<file path="config.mk">
export PLATFORM = sky130hd
export DESIGN_NAME = enemy_march_ctrl
export DESIGN_NICKNAME = d
export VERILOG_FILES = /design/src/rtl/enemy_pkg.sv /design/src/rtl/enemy_step_timer.sv /design/src/rtl/enemy_march_ctrl.sv
export SDC_FILE = /design/constraint.sdc
export NUM_CORES = 1
export LEC_CHECK = 0
export BUFFER_PORTS_ARGS = -buffer_cell sky130_fd_sc_hd__buf_2
export CORE_MARGIN = 5
export CORE_UTILIZATION = 30
export DETAILED_ROUTE_END_ITERATION = 8
export GPL_TIMING_DRIVEN = 0
export SETUP_SLACK_MARGIN = 0.3
export SLEW_MARGIN = 25
export SYNTH_ARGS = -nofsm -noshare
export SYNTH_HDL_FRONTEND = slang
export SYNTH_SLANG_ARGS = --single-unit
</file>
<file path="constraint.sdc">
create_clock -name clk_i -period 2.6 [get_ports clk_i]
set_input_delay 0 -clock clk_i [delete_from_list [all_inputs] [get_ports clk_i]]
set_output_delay 0 -clock clk_i [all_outputs]
set_load 0.005 [all_outputs]
</file>
<file path="src/rtl/enemy_pkg.sv">
// Shared types and constants for the enemy formation: march FSM states,
// screen bounds, movement step sizes and formation size.
package enemy_pkg;

  localparam int unsigned POS_W    = 10;
  localparam int unsigned ALIVE_W  = 6;
  localparam int unsigned PERIOD_W = 7;
  localparam int unsigned CLEAR_W  = 8;

  typedef enum logic [1:0] {
    IDLE  = 2'd0,
    MARCH = 2'd1,
    CLEAR = 2'd2
  } march_state_e;

  localparam logic [POS_W-1:0]    SCREEN_LEFT  = 10'd8;
  localparam logic [POS_W-1:0]    SCREEN_RIGHT = 10'd631;
  localparam logic [POS_W-1:0]    STEP_PX      = 10'd4;
  localparam logic [POS_W-1:0]    DROP_PX      = 10'd8;
  localparam logic [PERIOD_W-1:0] MIN_PERIOD   = 7'd2;
  localparam logic [ALIVE_W-1:0]  MAX_ALIVE    = 6'd40;
  localparam logic [CLEAR_W-1:0]  CLEAR_FRAMES = 8'd60;

  // Frames between steps: fewer survivors march faster.
  function automatic logic [PERIOD_W-1:0] march_period(
    input logic [PERIOD_W-1:0] min_period,
    input logic [ALIVE_W-1:0]  alive,
    input logic [ALIVE_W-1:0]  max_alive
  );
    logic [ALIVE_W-1:0] clamped;
    clamped = (alive > max_alive) ? max_alive : alive;
    return min_period + PERIOD_W'(clamped);
  endfunction

endpackage

</file>
<file path="src/rtl/enemy_step_timer.sv">
// Frame-qualified reloadable down-counter; fire_o marks the frame on which
// the count reaches its last tick. Load takes priority over counting.
module enemy_step_timer #(
  parameter int unsigned W = 7
) (
  input  logic         clk_i,
  input  logic         reset_i,
  input  logic         load_i,
  input  logic [W-1:0] period_i,
  input  logic         frame_i,
  output logic         fire_o
);

  logic [W-1:0] count_q;

  always_ff @(posedge clk_i) begin
    if (reset_i) begin
      count_q <= W'(0);
    end else if (load_i) begin
      count_q <= period_i;
    end else if (frame_i && (count_q != W'(0))) begin
      count_q <= count_q - W'(1);
    end
  end

  assign fire_o = frame_i && (count_q == W'(1));

endmodule

</file>
<file path="src/rtl/enemy_march_ctrl.sv">
// Formation march controller: paces horizontal steps by alive count, drops
// and reverses at the screen edges, and holds a clear phase between waves.
module enemy_march_ctrl
  import enemy_pkg::*;
#(
  parameter logic [9:0] screen_left_p  = SCREEN_LEFT,
  parameter logic [9:0] screen_right_p = SCREEN_RIGHT,
  parameter logic [9:0] step_px_p      = STEP_PX,
  parameter logic [6:0] min_period_p   = MIN_PERIOD,
  parameter logic [5:0] max_alive_p    = MAX_ALIVE,
  parameter logic [7:0] clear_frames_p = CLEAR_FRAMES
) (
  input  logic       clk_i,
  input  logic       reset_i,
  input  logic       frame_i,
  input  logic       start_i,
  input  logic [9:0] left_pos_i,
  input  logic [9:0] right_pos_i,
  input  logic [5:0] alive_count_i,
  input  logic       all_dead_i,
  output logic       step_o,
  output logic       dir_right_o,
  output logic       drop_o,
  output logic       anim_frame_o,
  output logic       wave_clear_o
);

  march_state_e state_q, state_d;

  logic                march_load, march_fire;
  logic                clear_load, clear_fire;
  logic [PERIOD_W-1:0] period;
  logic                at_edge;

  logic step_d, drop_d, dir_d, anim_d, wave_clear_d;

  assign period = march_period(min_period_p, alive_count_i, max_alive_p);

  // Only the edge in the travel direction matters; 11-bit math avoids wrap.
  always_comb begin
    if (dir_right_o) begin
      at_edge = ({1'b0, right_pos_i} + {1'b0, step_px_p}) > {1'b0, screen_right_p};
    end else begin
      at_edge = {1'b0, left_pos_i} < ({1'b0, screen_left_p} + {1'b0, step_px_p});
    end
  end

  enemy_step_timer #(.W(PERIOD_W)) u_march_timer (
    .clk_i    (clk_i),
    .reset_i  (reset_i),
    .load_i   (march_load),
    .period_i (period),
    .frame_i  (frame_i && (state_q == MARCH)),
    .fire_o   (march_fire)
  );

  enemy_step_timer #(.W(CLEAR_W)) u_clear_timer (
    .clk_i    (clk_i),
    .reset_i  (reset_i),
    .load_i   (clear_load),
    .period_i (clear_frames_p),
    .frame_i  (frame_i && (state_q == CLEAR)),
    .fire_o   (clear_fire)
  );

  always_ff @(posedge clk_i) begin
    if (reset_i) begin
      state_q <= IDLE;
    end else begin
      state_q <= state_d;
    end
  end

  always_comb begin
    state_d = state_q;
    unique case (state_q)
      IDLE:    if (start_i)    state_d = MARCH;
      MARCH:   if (all_dead_i) state_d = CLEAR;
      CLEAR:   if (clear_fire) state_d = IDLE;
      default: state_d = IDLE;
    endcase
  end

  // Next values for the registered outputs and timer load controls.
  always_comb begin
    step_d     = 1'b0;
    drop_d     = 1'b0;
    dir_d      = dir_right_o;
    anim_d     = anim_frame_o;
    march_load = 1'b0;
    clear_load = 1'b0;
    unique case (state_q)
      IDLE: begin
        if (start_i) begin
          march_load = 1'b1;
          dir_d      = 1'b1;
        end
      end
      MARCH: begin
        if (all_dead_i) begin
          clear_load = 1'b1;
        end else if (march_fire) begin
          march_load = 1'b1;
          anim_d     = ~anim_frame_o;
          if (at_edge) begin
            drop_d = 1'b1;
            dir_d  = ~dir_right_o;
          end else begin
            step_d = 1'b1;
          end
        end
      end
      default: ;
    endcase
    wave_clear_d = (state_d == CLEAR);
  end

  always_ff @(posedge clk_i) begin
    if (reset_i) begin
      step_o       <= 1'b0;
      drop_o       <= 1'b0;
      dir_right_o  <= 1'b1;
      anim_frame_o <= 1'b0;
      wave_clear_o <= 1'b0;
    end else begin
      step_o       <= step_d;
      drop_o       <= drop_d;
      dir_right_o  <= dir_d;
      anim_frame_o <= anim_d;
      wave_clear_o <= wave_clear_d;
    end
  end

endmodule
</file>
==> results of run 1 <==
==> kinds of logic after synthesis <==
family | share of synthesized area, %
adder cells (fa/ha/maj) | 7.39
AND/OR/NAND/NOR | 27.1
multiplexers | 0.739
buffers and inverters | 4.16
flip-flops | 32.5
AO/OA/AOI/OAI | 20.3
XOR/XNOR | 7.76
==> cell usage after synthesis, types with 3 or more instances <==
cell type   n  share of area [%]
xor2_1      7                4.5
nand3_1     6                2.2
nand3b_1    6                3.3
nand2b_1    4                1.8
nor3_1      5                1.8
nor4_1      3                1.4
inv_1      10                2.8
nor2_1     18                5.0
a21oi_1    10                3.7
ha_1        8                7.4
nand2_1     5                1.4
a31oi_1     5                2.3
o21ai_0     8                3.0
dfxtp_1    22                 33
xnor2_1     5                3.2
a211oi_1    4                2.2
==> metrics by stage <==
stage                     hold WS, ps  cells  setup slack (ps)  power, uW
after global placement            270    243               536        557
after floorplan                   148    159               766        504
final                            43.2    248               577        874
after global routing             65.9    248               435        921
after CTS                        41.7    248               547        883
after detailed placement          270    243               555        557
==> worst min-delay path, cell delays in order <==
cell,delay (ps)
buf_2,90
mux2i_1,60
nor3_1,110
==> final cells by class <==
class	count	area, um^2	area share (%)
Buffer	3	18.8	1.13
Clock buffer	3	41.3	2.48
Clock inverter	1	30.0	1.81
Inverter	10	37.5	2.26
Multi-Input combinational cell	124	858	51.7
Sequential cell	22	440	26.5
Tap cell	52	65.1	3.92
Timing Repair Buffer	33	170	10.2
==> metal layers <==
metal / wire (um) / track usage (%)
met4: 34 / 4.64
met3: 156 / 1.64
met2: 1230 / 14.5
met5: 0 / 0
met1: 1540 / 13.9
==> how the worst min path moves through the flow <==
stage | from | cells past startpoint | end | slack [ps]
2_1_floorplan | alive_count_i[0] | 2 | u_march_timer.count_q[0]$_SDFFE_PP0P_ | 150
3_3_place_gp | alive_count_i[0] | 3 | u_march_timer.count_q[0]$_SDFFE_PP0P_ | 270
3_5_place_dp | alive_count_i[0] | 3 | u_march_timer.count_q[0]$_SDFFE_PP0P_ | 270
4_1_cts | start_i | 3 | state_q[0]$_SDFF_PP0_ | 40
5_1_grt | start_i | 3 | state_q[0]$_SDFF_PP0_ | 70
6_report | start_i | 3 | state_q[0]$_SDFF_PP0_ | 40
==> registers in the layout, summed over array words and instances (netlist names) <==
name,cells
wave_clear_o,1
u_clear_timer.count_q,8
anim_frame_o,1
drop_o,1
state_q,2
dir_right_o,1
step_o,1
u_march_timer.count_q,7
==> power by group through the flow <==
stage,logic (uW),clock network (uW),registers (uW)
finish,174,323,377
CTS,175,331,377
floorplan,124,0,380
global route,196,344,381
global placement,172,0,384
detailed placement,173,0,385
==> what timing repair did <==
item,4_1_cts,5_1_grt
hold buffers,1,0
setup buffers,0,0
hold endpoints to repair,1,0
==> impl_metrics.ini, run 1 <==
[place]
port_buffers = 32
gp_congestion = 0.809
placed_area_um2 = 1580
detailed_place_hpwl_um = 2330

[critical_path]
crit_slowest_cell = or4_4
arrival_ps = 2150
timing.critical_path.buf_inv = 0
cp.required_ps = 2730
endpoint = u_march_timer.count_q[5]$_SDFFE_PP0P_
ff2ff_path_depth = 5
worst-path-max-fanout = 7
worstSetupEndpointType = flop
path_class = flop to flop
crit_start = u_march_timer.count_q[2]$_SDFFE_PP0P_
crit_chain = or4_4 > nor4_4 > nor2_1 > a311oi_1 > a211oi_1
r2r-start = u_march_timer.count_q[2]$_SDFFE_PP0P_
r2r-end = u_march_timer.count_q[5]$_SDFFE_PP0P_
cp_top_family = simple AND/OR/NAND/NOR gates
startpoint_type = flop
r2r_slack_ps = 580
slowest_delay_ps = 600
cp.depth = 5

[sta]
maxSlewHeadroom_pct = 49.7
fmax_mhz = 494
tns_ps = 0
fin_crit_ps = 2020
skew_ps = 6.36
finalHoldViolations = 0
slew_violations = 0
setup_viol = 0
rsz0062_at_grt = no
worst_slew_pin_slew_ps = 751
timing.final.crit_share_pct = 77.8

[clock_tree]
clkSinkCount = 22
root_buffer = clkbuf_8
clkLatencyLatePin_ps = 260
cts_tree = done
clk_pin_slew_ps = 80
clk_path_buf_depth = 2
numCtsBuffers = 3
h-tree-depth = 1
post_cts_resized = 0

[floorplan]
start_util_pct = 31.1
num_rows = 24
ioPinCount = 36
fp.dieW_um = 77.2
fp.dieH_um = 77.2
core-area_um2 = 4350
dieArea_um2 = 5960

[power]
seqPwrFrac_pct = 43.1
power_frac_clock_pct = 37.0
power_density_nw_per_um2 = 526
netSwitchingFraction_pct = 26.5
p_switching_uw = 232
comb_power_share_pct = 19.9
ir_worst_vdd_mv = 0.286
p_int_uw = 642
leakage_uw = 0.000653

[detailed_routing]
via_per_inst = 5.06
vias = 1256
post_drt_wl_per_cell_um = 11.9
antenna_left = 0
drtIter0Drc = 52
dr.pass1.iters = 4
drc = 0
drt_wl_total_um = 2960

[grt]
first_global_vias = 1168
overflow = 0
antenna_found_initial = 0
grt_pass1_wl_um = 5070
grt_max_degree = 14
grt_use_total_pct = 9.88

[outcome]
status = completed

[worst_hold_path]
hp-class = primary input to flop

[final_layout]
layout_commonest_cell = buf_2
fillerInstances = 440
drive_above_1_share_pct = 21.9
layout_common_cells = 32 x buf_2, 22 x dfxtp_1, 18 x nor2_1
diodes = 0
stdcell_area_um2 = 1660
finish.utilization_pct = 38.2
nets = 236
area_growth_pct = 22.6

[synthesis]
synth.net_count = 198
synthFlopType = dfxtp_1
ys_types = 42
syn_inst = 159
yosys_warnings = 0
ys_ff_latch = 22
synth_edf_count = 0
ys_async_sr_fraction_pct = 0
synth-seq-area-share_pct = 32.5
syn-cell-area_um2 = 1360
postSynthAreaPerCell_um2 = 8.52

[job]
cap_viol_max_count = 0
Power figures use the tool's default switching activity.
==> run 2: changes to the inputs <==
Clock period 2.6 ns to 1.93 ns, I/O delays scaled along.
==> impl_metrics.ini, run 2 (same netlist as run 1, synthesis figures left out) <==
[outcome]
status = finished, violations left
violations = negative hold slack

[power]
p_total_uw = 1090
p_switching_uw = 322
leakage_uw = 0.000717
netSwitchingFraction_pct = 29.5
power_frac_clock_pct = 25.3
ir_worst_vdd_mv = 0.226
seqPwrFrac_pct = 46.8
power_density_nw_per_um2 = 597
comb_power_share_pct = 27.8
p_int_uw = 772

[final_layout]
finish.utilization_pct = 42.1
layoutNonFillerInstCount = 258
regMostFlops = u_clear_timer.count_q
layout_common_cells = 32 x buf_2, 18 x dfxtp_1, 16 x nor2_1
drive_above_1_share_pct = 36.9
nets = 247
largest_reg_flops = 8
layout_commonest_cell = buf_2
area_growth_pct = 35.2
top_regs = u_clear_timer.count_q: 8 flops, u_march_timer.count_q: 7 flops, state_q: 2 flops
diodes = 0

[critical_path]
arrival_ps = 1940
worstSetupEndpointType = flop
path_class = flop to flop
startpoint_type = flop
worst-path-max-fanout = 5
cp.required_ps = 2120

[place]
detailed_place_hpwl_um = 2280
port_buffers = 32
dp_cells = 243
gp_congestion = 0.794

[detailed_routing]
drc = 0
dr.pass1.iters = 4
via_per_inst = 5.09
drt_wl_total_um = 3120
vias = 1314
post_drt_wl_per_cell_um = 12.1
drtIter0Drc = 42
antenna_left = 0

[sta]
tns_ps = 0
setup_viol = 0
finalHoldViolations = 1
fmax_mhz = 573
rsz0062_at_grt = yes
fin_crit_ps = 1740
skew_ps = 3.64
maxSlewHeadroom_pct = 48.2
slew_violations = 0
worst_slew_pin_slew_ps = 776
timing.final.crit_share_pct = 90.4
fin_hold_ws_ps = -2.12

[grt]
overflow = 0
antenna_found_initial = 0
first_global_vias = 1151
grt_use_total_pct = 9.31
grt_max_degree = 12
grt_pass1_wl_um = 4740

[clock_tree]
clk_path_buf_depth = 2
h-tree-depth = 1
clkLatencyLatePin_ps = 260
cts_tree = done
clkSinkCount = 22
root_buffer = clkbuf_8
clk_pin_slew_ps = 70
numCtsBuffers = 3

[floorplan]
fp.dieH_um = 77.2
ioPinCount = 36
start_util_pct = 31.1
dieArea_um2 = 5960
core-area_um2 = 4350
num_rows = 24
fp.dieW_um = 77.2

[job]
cap_viol_max_count = 0

[worst_hold_path]
hp-class = primary input to flop
[run 2: final cells by class]
cell class	instances	area, um^2
timing repair buffer	44	258
buffer	3	18.8
inverter	10	37.5
clock buffer	3	41.3
tap	52	65.1
multi-input combinational	124	963
fill	414	2520
sequential	22	448
[run 2: what timing repair did]
item | CTS | global route
buffers inserted | 7 | 5
pin swaps | 6 | 7
hold buffers | 0 | 0
setup endpoints to repair | 14 | 15
gates resized for setup | 8 | 19
[run 2: critical path, stage by stage (launching register included)]
cell and delay, ps:
dfxtp_2 320, or4_4 560, buf_6 150, o21ai_4 200, buf_6 130, xnor2_1 110
nand2_1 90, a21oi_2 130
[run 2: metrics by stage]
| step | area, um^2 | setup WS (ps) |
|---|---|---|
| final | 1830 | 185 |
| after global routing | 1830 | 118 |
| after CTS | 1720 | 109 |
| after detailed placement | 1590 | 95.0 |
| after global placement | 1590 | 92.1 |
| after floorplan | 1360 | 279 |
[run 2: power groups by stage]
| stage | registers (uW) | logic [uW] | clock network [uW] |
|---|---|---|---|
| global route | 516 | 333 | 304 |
| floorplan | 513 | 167 | 0 |
| global placement | 520 | 233 | 0 |
| CTS | 508 | 259 | 289 |
| detailed placement | 519 | 234 | 0 |
| finish | 513 | 305 | 277 |
[run 2: path summary, 6_finish.rpt]
path	from	end	slack, ps	cells after the start
worst max-delay path	u_march_timer.count_q[4]$_SDFFE_PP0P_	u_march_timer.count_q[0]$_SDFFE_PP0P_	190	7
worst min-delay path	alive_count_i[0]	u_march_timer.count_q[0]$_SDFFE_PP0P_	-2	3
worst max register to register	u_march_timer.count_q[4]$_SDFFE_PP0P_	u_march_timer.count_q[0]$_SDFFE_PP0P_	190	7
worst min register to register	u_clear_timer.count_q[1]$_SDFFE_PP0P_	u_clear_timer.count_q[1]$_SDFFE_PP0P_	510	2
[run 2: metal layers]
layer / track usage [%] / vias to the layer above / part of all wire [%]
met5: 0 / - / 0
met4: 3.78 / 0 / 1.4
li1: - / 680 / -
met1: 11.0 / 600 / 46
met2: 15.8 / 29 / 48
met3: 2.34 / 5 / 5.1
